$ cat src/rtl/scie_fir_mac_seq.sv
// SCIE custom-instruction FIR: NTAPS programmable coefficients and a sample delay line, one MAC per cycle.
// Optional SCIE_FIR_SAT_EN: saturate the narrowed result instead of truncating it.
module scie_fir_mac_seq #(
   parameter int DATA_W = 32,
   parameter int COEF_W = 16,
   parameter int NTAPS  = 8,
   parameter int ACC_W  = 48,
   parameter int SHIFT  = 0
) (
   input  logic              clock,
   input  logic              reset,
   input  logic              io_valid,
   input  logic [31:0]       io_insn,
   input  logic [DATA_W-1:0] io_rs1,
   input  logic [31:0]       io_rs2,
   output logic [DATA_W-1:0] io_rd,
   output logic              io_busy,
   output logic              io_err
);
   // state | meaning
   // IDLE  | accepts LOAD/PUSH/READ/CLEAR
   // MAC   | accumulating tap tap_q into acc
   // DONE  | narrowing acc into result
   typedef enum logic [1:0] {S_IDLE = 2'd0, S_MAC = 2'd1, S_DONE = 2'd2} state_t;

   localparam int IDX_W  = $clog2(NTAPS);
   localparam int PROD_W = DATA_W + COEF_W;
   localparam logic [IDX_W-1:0] LAST_TAP = IDX_W'(NTAPS - 1);

   localparam logic [6:0] OP_LOAD  = 7'h0B;
   localparam logic [6:0] OP_PUSH  = 7'h2B;
   localparam logic [6:0] OP_READ  = 7'h5B;
   localparam logic [6:0] OP_CLEAR = 7'h7B;

   state_t                    state_q, state_d;
   logic [IDX_W-1:0]          tap_q, tap_d;
   logic signed [COEF_W-1:0]  coef_q [NTAPS];
   logic signed [COEF_W-1:0]  coef_d [NTAPS];
   logic signed [DATA_W-1:0]  x_q [NTAPS];
   logic signed [DATA_W-1:0]  x_d [NTAPS];
   logic signed [ACC_W-1:0]   acc_q, acc_d;
   logic [DATA_W-1:0]         result_q, result_d;
   logic [DATA_W-1:0]         rd_q, rd_d;
   logic                      err_q, err_d;

   logic                      busy, is_load, is_push, is_read, is_clear;
   logic [IDX_W-1:0]          load_idx;
   logic signed [PROD_W-1:0]  prod;
   logic signed [ACC_W-1:0]   prod_ext;
   logic signed [ACC_W-1:0]   acc_sh;
   logic [DATA_W-1:0]         narrow;

   assign busy     = (state_q != S_IDLE);
   assign is_load  = io_valid && (io_insn[6:0] == OP_LOAD);
   assign is_push  = io_valid && (io_insn[6:0] == OP_PUSH);
   assign is_read  = io_valid && (io_insn[6:0] == OP_READ);
   assign is_clear = io_valid && (io_insn[6:0] == OP_CLEAR);
   assign load_idx = io_rs2[IDX_W-1:0];

   assign prod     = PROD_W'(x_q[tap_q]) * PROD_W'(coef_q[tap_q]);
   assign prod_ext = ACC_W'(prod);
   assign acc_sh   = acc_q >>> SHIFT;

`ifdef SCIE_FIR_SAT_EN
   logic ovf;
   assign ovf    = !((&acc_sh[ACC_W-1:DATA_W-1]) || !(|acc_sh[ACC_W-1:DATA_W-1]));
   assign narrow = !ovf ? acc_sh[DATA_W-1:0]
                 : (acc_sh[ACC_W-1] ? {1'b1, {(DATA_W-1){1'b0}}} : {1'b0, {(DATA_W-1){1'b1}}});
   logic unused_bits;
   assign unused_bits = ^{io_insn[31:7], io_rs2[31:IDX_W]};
`else
   assign narrow = acc_sh[DATA_W-1:0];
   logic unused_bits;
   assign unused_bits = ^{io_insn[31:7], io_rs2[31:IDX_W], acc_sh[ACC_W-1:DATA_W]};
`endif

   always_ff @(posedge clock or negedge reset) begin
      if (!reset) begin
         state_q  <= S_IDLE;
         tap_q    <= '0;
         acc_q    <= '0;
         result_q <= '0;
         rd_q     <= '0;
         err_q    <= 1'b0;
         for (int k = 0; k < NTAPS; k++) begin
            coef_q[k] <= '0;
            x_q[k]    <= '0;
         end
      end else begin
         state_q  <= state_d;
         tap_q    <= tap_d;
         acc_q    <= acc_d;
         result_q <= result_d;
         rd_q     <= rd_d;
         err_q    <= err_d;
         coef_q   <= coef_d;
         x_q      <= x_d;
      end
   end

   always_comb begin
      state_d = state_q;
      tap_d   = tap_q;
      case (state_q)
         S_IDLE: if (is_push) begin
            state_d = S_MAC;
            tap_d   = '0;
         end
         S_MAC: begin
            tap_d = tap_q + 1'b1;
            if (tap_q == LAST_TAP) state_d = S_DONE;
         end
         S_DONE:  state_d = S_IDLE;
         default: state_d = S_IDLE;
      endcase
   end

   always_comb begin
      coef_d   = coef_q;
      x_d      = x_q;
      acc_d    = acc_q;
      result_d = result_q;
      rd_d     = rd_q;
      err_d    = err_q;

      // READ never conflicts with the MAC; while busy it just returns the last result.
      if (is_read) rd_d = result_q;

      if (busy) begin
         if (is_load || is_push || is_clear) err_d = 1'b1;
      end else begin
         if (is_load) coef_d[load_idx] = io_rs1[COEF_W-1:0];
         if (is_push) begin
            for (int k = NTAPS - 1; k > 0; k--) x_d[k] = x_q[k-1];
            x_d[0] = io_rs1;
            acc_d  = '0;
         end
         if (is_clear) begin
            for (int k = 0; k < NTAPS; k++) x_d[k] = '0;
            acc_d    = '0;
            result_d = '0;
            err_d    = 1'b0;
         end
      end

      if (state_q == S_MAC)  acc_d    = acc_q + prod_ext;
      if (state_q == S_DONE) result_d = narrow;
   end

   assign io_busy = busy;
   assign io_rd   = rd_q;
   assign io_err  = err_q;
endmodule
$ cat config.mk
export PLATFORM = sky130hd
export DESIGN_NAME = scie_fir_mac_seq
export DESIGN_NICKNAME = d
export VERILOG_FILES = /design/src/rtl/scie_fir_mac_seq.sv
export SDC_FILE = /design/constraint.sdc
export NUM_CORES = 2
export LEC_CHECK = 0
export ABC_AREA = 1
export CORE_MARGIN = 4
export CORE_UTILIZATION = 40
export DETAILED_ROUTE_END_ITERATION = 10
export PLACE_DENSITY = 0.52
export SLEW_MARGIN = 20
export SYNTH_ARGS = -nofsm -noshare
export SYNTH_HDL_FRONTEND = slang
export SYNTH_SLANG_ARGS = --single-unit
export TNS_END_PERCENT = 10
$ cat constraint.sdc
create_clock -name clock -period 9 [get_ports clock]
set_clock_uncertainty 0.2 [all_clocks]
set_input_delay 1.8 -clock clock [delete_from_list [all_inputs] [get_ports clock]]
set_output_delay 1.8 -clock clock [all_outputs]
set_load 0.02 [all_outputs]
Word level (Yosys, flattened, before mapping)
Cells that the tools add are included.

Latch bits: 0. Memory bits (read-only): 0. Input bits: 99. Word-level logic and storage cells: 90. Bits in writable memories: 0. Memories kept: 0. Output and inout bits: 34. Register bits: 502.

Bitwise operators: 3. Muxes and demuxes: 26. Eq/ne operators: 12. Reductions and logical operators: 21. Magnitude comparators: 3. Add/sub/neg operators: 2. Div/mod/pow operators: 0. Multiply operators: 1. Shift operators: 0.

Operators by type and width (count): 256-bit 2-to-1 mux (2); 48-bit 2-to-1 mux (4); 32-bit 2-to-1 mux (5); 128-bit bitwise mux (1); 32-bit binary-select mux with 3-bit select (1); 48-bit adder (1); 16-bit binary-select mux with 3-bit select (1); 16-bit demux with 3-bit select (1); 32-bit by 16-bit multiplier with 48-bit output (1); 16-bit 2-to-1 mux (3); 7-bit equality test, second input constant (2); 2-bit AND reduction (7); 2-bit nonzero test (5); 4-bit greater-or-equal comparator, second input constant (2); 3-bit NOT with 4-bit output (2); 7-bit by 4-bit equality test with 1-bit output, second input constant (1); 7-bit by 6-bit equality test with 1-bit output, second input constant (1); 2-bit by 1-bit inequality test with 1-bit output, second input constant (3); 3-bit case mux with 2 select lines (1); 1-bit logical AND (5); 4-bit by 1-bit less-than comparator with 1-bit output, second input constant (1); 2-bit 2-to-1 mux (2); 2-bit inequality test, second input constant (2); 2-bit case mux with 2 select lines (1); other kinds (10) (13).

Logic depth before layout (Yosys ltp)
Depth after elaboration: 7. Gate-level depth with buffers: 39. Gate-level depth less buffers: 36.

Worst setup path before layout
Ideal clock, no wire load.

Path type: reg-to-reg. Start point: reg tap_q[0]. End point: reg acc_q[24]. Data required time: 8669 ps. Cell stages (with the launch flop): 33. Setup time: 131 ps. Data arrival time: 6501 ps. Buffers on the path: 6. Clock period less this slack: 6832 ps. Path slack: 2168 ps. Cells stage by stage: dfrtp_1 > buf_6 > buf_6 > buf_4 > buf_2 > buf_2 > a21oi_1 > o21ai_0 > nand2_1 > inv_1 > o21ai_1 > clkbuf_1 > nand2_1 > fa_1 > fa_1 > fa_1 > fa_1 > inv_1 > fa_1 > inv_1 > fa_1 > inv_1 > ha_1 > a21oi_1 > inv_1 > o21ai_0 > nand2_1 > a31oi_1 > inv_1 > a21oi_1 > o21bai_1 > o21ai_0 > o21ai_0.

Word-level cells in the longest chain between the ends: 7. Elaborated cells between the ends (all ways): 10. Classes of those cells: 1 x add/sub; 1 x mul; 7 x mux; 1 x bitwise.

Ends and longest elaborated chain: start, declared (line 36) `logic [IDX_W-1:0] tap_q, tap_d;`; start signal, assigned (line 91) `tap_q <= tap_d;`; 3-bit NOT with 4-bit output (not written as such) (*) (line 60) `assign prod = PROD_W'(x_q[tap_q]) * PROD_W'(coef_q[tap_q]);`; 32-bit binary-select mux with 3-bit select or 16-bit binary-select mux with 3-bit select (tied branches) (line 60); 32-bit 2-to-1 mux (not written as such) or 16-bit 2-to-1 mux (tied branches) (2 in a row) (line 60); 32-bit by 16-bit multiplier with 48-bit output (*) (line 60); 48-bit adder (*) (line 146) `if (state_q == S_MAC) acc_d = acc_q + prod_ext;`; 48-bit 2-to-1 mux (*) (line 146); end signal, assigned (line 81) `acc_q <= '0;`; end signal, assigned (line 92) `acc_q <= acc_d;`; end, declared (line 41) `logic signed [ACC_W-1:0] acc_q, acc_d;`.

Mark *: on every way between the ends. The rest lies on a longest branch, timed or not. The select of a mux whose other input is x is not followed. A chain may end at the register's enable or synchronous reset.

Worst setup path after layout
Start point: reg tap_q[0]. End point: reg acc_q[25].

Same word-level chain as after synthesis.

==> flow_summary.toml <==
[clocking]
clock_path_buffers = 3
cts.clk_slew.worst_paths_ns = 0.06
cts_tree = "yes"
numCtsBuffers = 55
clock_latency_ns = 0.65
h-tree-depth = 2
cts_setup_buffers = 0
cts.sinks = 486
post_cts_resize_count = 0
postCtsHoldBufs = 0
clk_root_buffer_cell = "clkbuf_16"

[synth]
synth-seq-area-share_pct = 35.7
synth_cell_types = 42
synth_area_per_cell_um2 = 8.24
synth-async-reset-ratio_pct = 100
synth.cell_area_um2 = 34000
synth.net_count = 4660
yosys_most_used_dff = "dfrtp_1"
yosys_register_bits = 486
synth_edf_count = 0
ys_warn_count = 0
synthCells = 4128

[sta]
hold_viol = 0
unrepaired_setup_endpoints_after_global_routing = "no"
timing.setup.tns_ns = 0
final_period_minus_worst_setup_slack_ns = 7.98
finalMaxSlewViolations = 0
final_min_period_over_clock_period_pct = 88.7
tightest_slew_ns = 1.10
normalized_max_slew_margin_pct = 26.6
final-setup-viol-count = 0
achievable-frequency_mhz = 125

[worst_setup_path]
timing.critical_path.slowest_cell_delay_ns = 0.69
crit_slowest_cell = "dfrtp_4"
critPathArrivalTime_ns = 8.23
timing.critical_path.fanout_max = 125
critical-path-top-cell-by-count = "inv_1"
crit_required_ns = 9.25
setup.worst_path.start_class = "flip-flop"
end_kind = "flip-flop"
rr_startpoint = "tap_q[0]"
timing_worst_setup_path_type = "flip-flop to flip-flop"
setup.worst_path.start = "tap_q[0]"

[worst_hold_path]
min_path_type = "flip-flop to flip-flop"
hold_path.startpoint = "io_rd[20]"

[placed_design]
gp_routability_congestion = 0.902
detailed_place_hpwl_um = 69800
port_buffers = 78

[floorplan]
floorplan.rows = 106
die_area_um2 = 89800
die_h_um = 300
core-area_um2 = 84000
design.portCount = 133
start_util_pct = 40.5
chipWidth_um = 300

[global_routing]
wire_length_of_the_first_global_routing_pass_um = 158000
grt_pass1_vias = 27300
grt_start_max_net_pins = 173
grt-ovfl-total = 0
number_of_antenna_violations_at_the_first_check_in_global_routing = 0
global_route.usage.total_pct = 22.4

[layout]
layout-drive-gt1-share_pct = 5.55
areaGrowthSynthToFinish_pct = 12.4
finish.net_count = 4682
antenna_diode_count = 0

[drt]
wl_per_cell_um = 18.6
vias = 26700
drt-total-wl_um = 99000
route.detailed.drc = 0
first_iter_violations = 1939
drt_pass1_iterations = 7
route.detailed.vias_per_inst = 5.01
drt.antenna.violating_nets = 0

[status]
run_status = "finished clean"

[run]
max_cap_viol_count = 0
flip-flops by register name, indices dropped and copies added, names as in the netlist:
signal    flops
x_q         256
coef_q      128
io_err        1
acc_q        32
io_rd        32
state_q       2
tap_q         3
result_q     32
worst paths after layout:
| check | end | slack [ns] | cells after the start |
|---|---|---|---|
| max | acc_q[25] | 1.02 | 29 |
| min | io_rd[20] | 0.28 | 2 |
| max reg2reg | acc_q[25] | 1.02 | 29 |
| min reg2reg | io_rd[20] | 0.28 | 2 |
| max in group asynchronous | coef_q[24] | 6.17 | 2 |
| min in group asynchronous | x_q[19] | 0.98 | 1 |
final cells by class:
type                       count  area [um^2]
clock buffer                  76         1590
clock inverter                27          399
fill                        8419        45700
inverter                     883         3320
multi-input combinational   2544        17700
sequential                   486        12200
tap                         1134         1420
timing repair buffer         180         1680
cell usage in the layout (no fill, tap or decap), types with 8 or more instances in the layout:
master | Yosys | final
clkbuf_16 | 0 | 55
inv_1 | 870 | 868
fa_1 | 334 | 334
o21ai_0 | 389 | 389
o21ai_2 | 12 | 12
o211ai_1 | 16 | 16
buf_4 | 6 | 92
nand3_1 | 84 | 83
clkbuf_1 | 141 | 8
nand4_1 | 9 | 9
clkdlybuf4s50_1 | 0 | 77
o22ai_1 | 267 | 267
a21oi_1 | 133 | 133
nor2_1 | 283 | 280
clkbuf_8 | 0 | 13
nand2_1 | 849 | 848
dfrtp_1 | 486 | 484
clkinv_2 | 0 | 14
ha_1 | 99 | 99
o21ai_1 | 22 | 22
buf_12 | 0 | 10
cell usage after synthesis, types with 6 or more instances:
cell      instances  share of area, %
nand3_1          84               1.2
nand3b_1          6              0.13
clkinv_1          6             0.066
o211ai_1         16              0.35
dfrtp_1         486                36
o22ai_1         267               4.9
buf_1            14              0.15
a21oi_1         133               2.0
o21ai_0         389               5.7
buf_2            49              0.72
nand4_1           9              0.17
ha_1             99               3.6
nand2_1         849               9.4
buf_4             6              0.13
xor2_1            6              0.15
fa_1            334                20
o21ai_1          22              0.32
inv_1           870               9.6
clkbuf_1        141               1.6
nor2_1          283               3.1
o21ai_2          12              0.31
inv_2             7             0.077
metal layers:
metal,GRT usage (%),routed length [um],part of all wire (%)
met3,3.36,4890,4.9
met4,6.81,3400,3.4
met2,35.3,44200,45
met1,32.2,46500,47
met5,0,0,0
stage by stage:
stage               setup slack [ns]  utilization (%)  std cells  instance area, um^2  hold WS (ns)
floorplan                       2.17                -       4128                34000         0.248
global route                   0.455             45.6       5330                38200         0.302
detailed placement              1.05             43.2       5227                36200         0.268
global placement                1.16             43.2       5227                36200         0.261
CTS                             1.06             45.5       5330                38200         0.284
finish                          1.02             45.6       5330                38200         0.279
cell families after synthesis:
| logic type | count (synthesis) | share of synthesized area (%) |
|---|---|---|
| AO/OA/AOI/OAI | 859 | 14.1 |
| XOR/XNOR | 10 | 0.257 |
| adder cells (fa/ha/maj) | 433 | 23.3 |
| buffers and inverters | 1098 | 12.5 |
| flip-flops | 486 | 35.7 |
| AND/OR/NAND/NOR | 1242 | 14.2 |
critical path, delay by kind of cell, from the launching register on:
family / cells / cell delay (ns)
adders and majority gates: 7 / 3.18
DFF: 1 / 0.69
and+or+nand+nor: 2 / 0.24
buffers and inverters: 10 / 1.32
AOI/OAI and AO/OA: 10 / 2.09
Power is not shown: default switching activity piles up to over one toggle a cycle in this logic, so the estimate is an artifact.
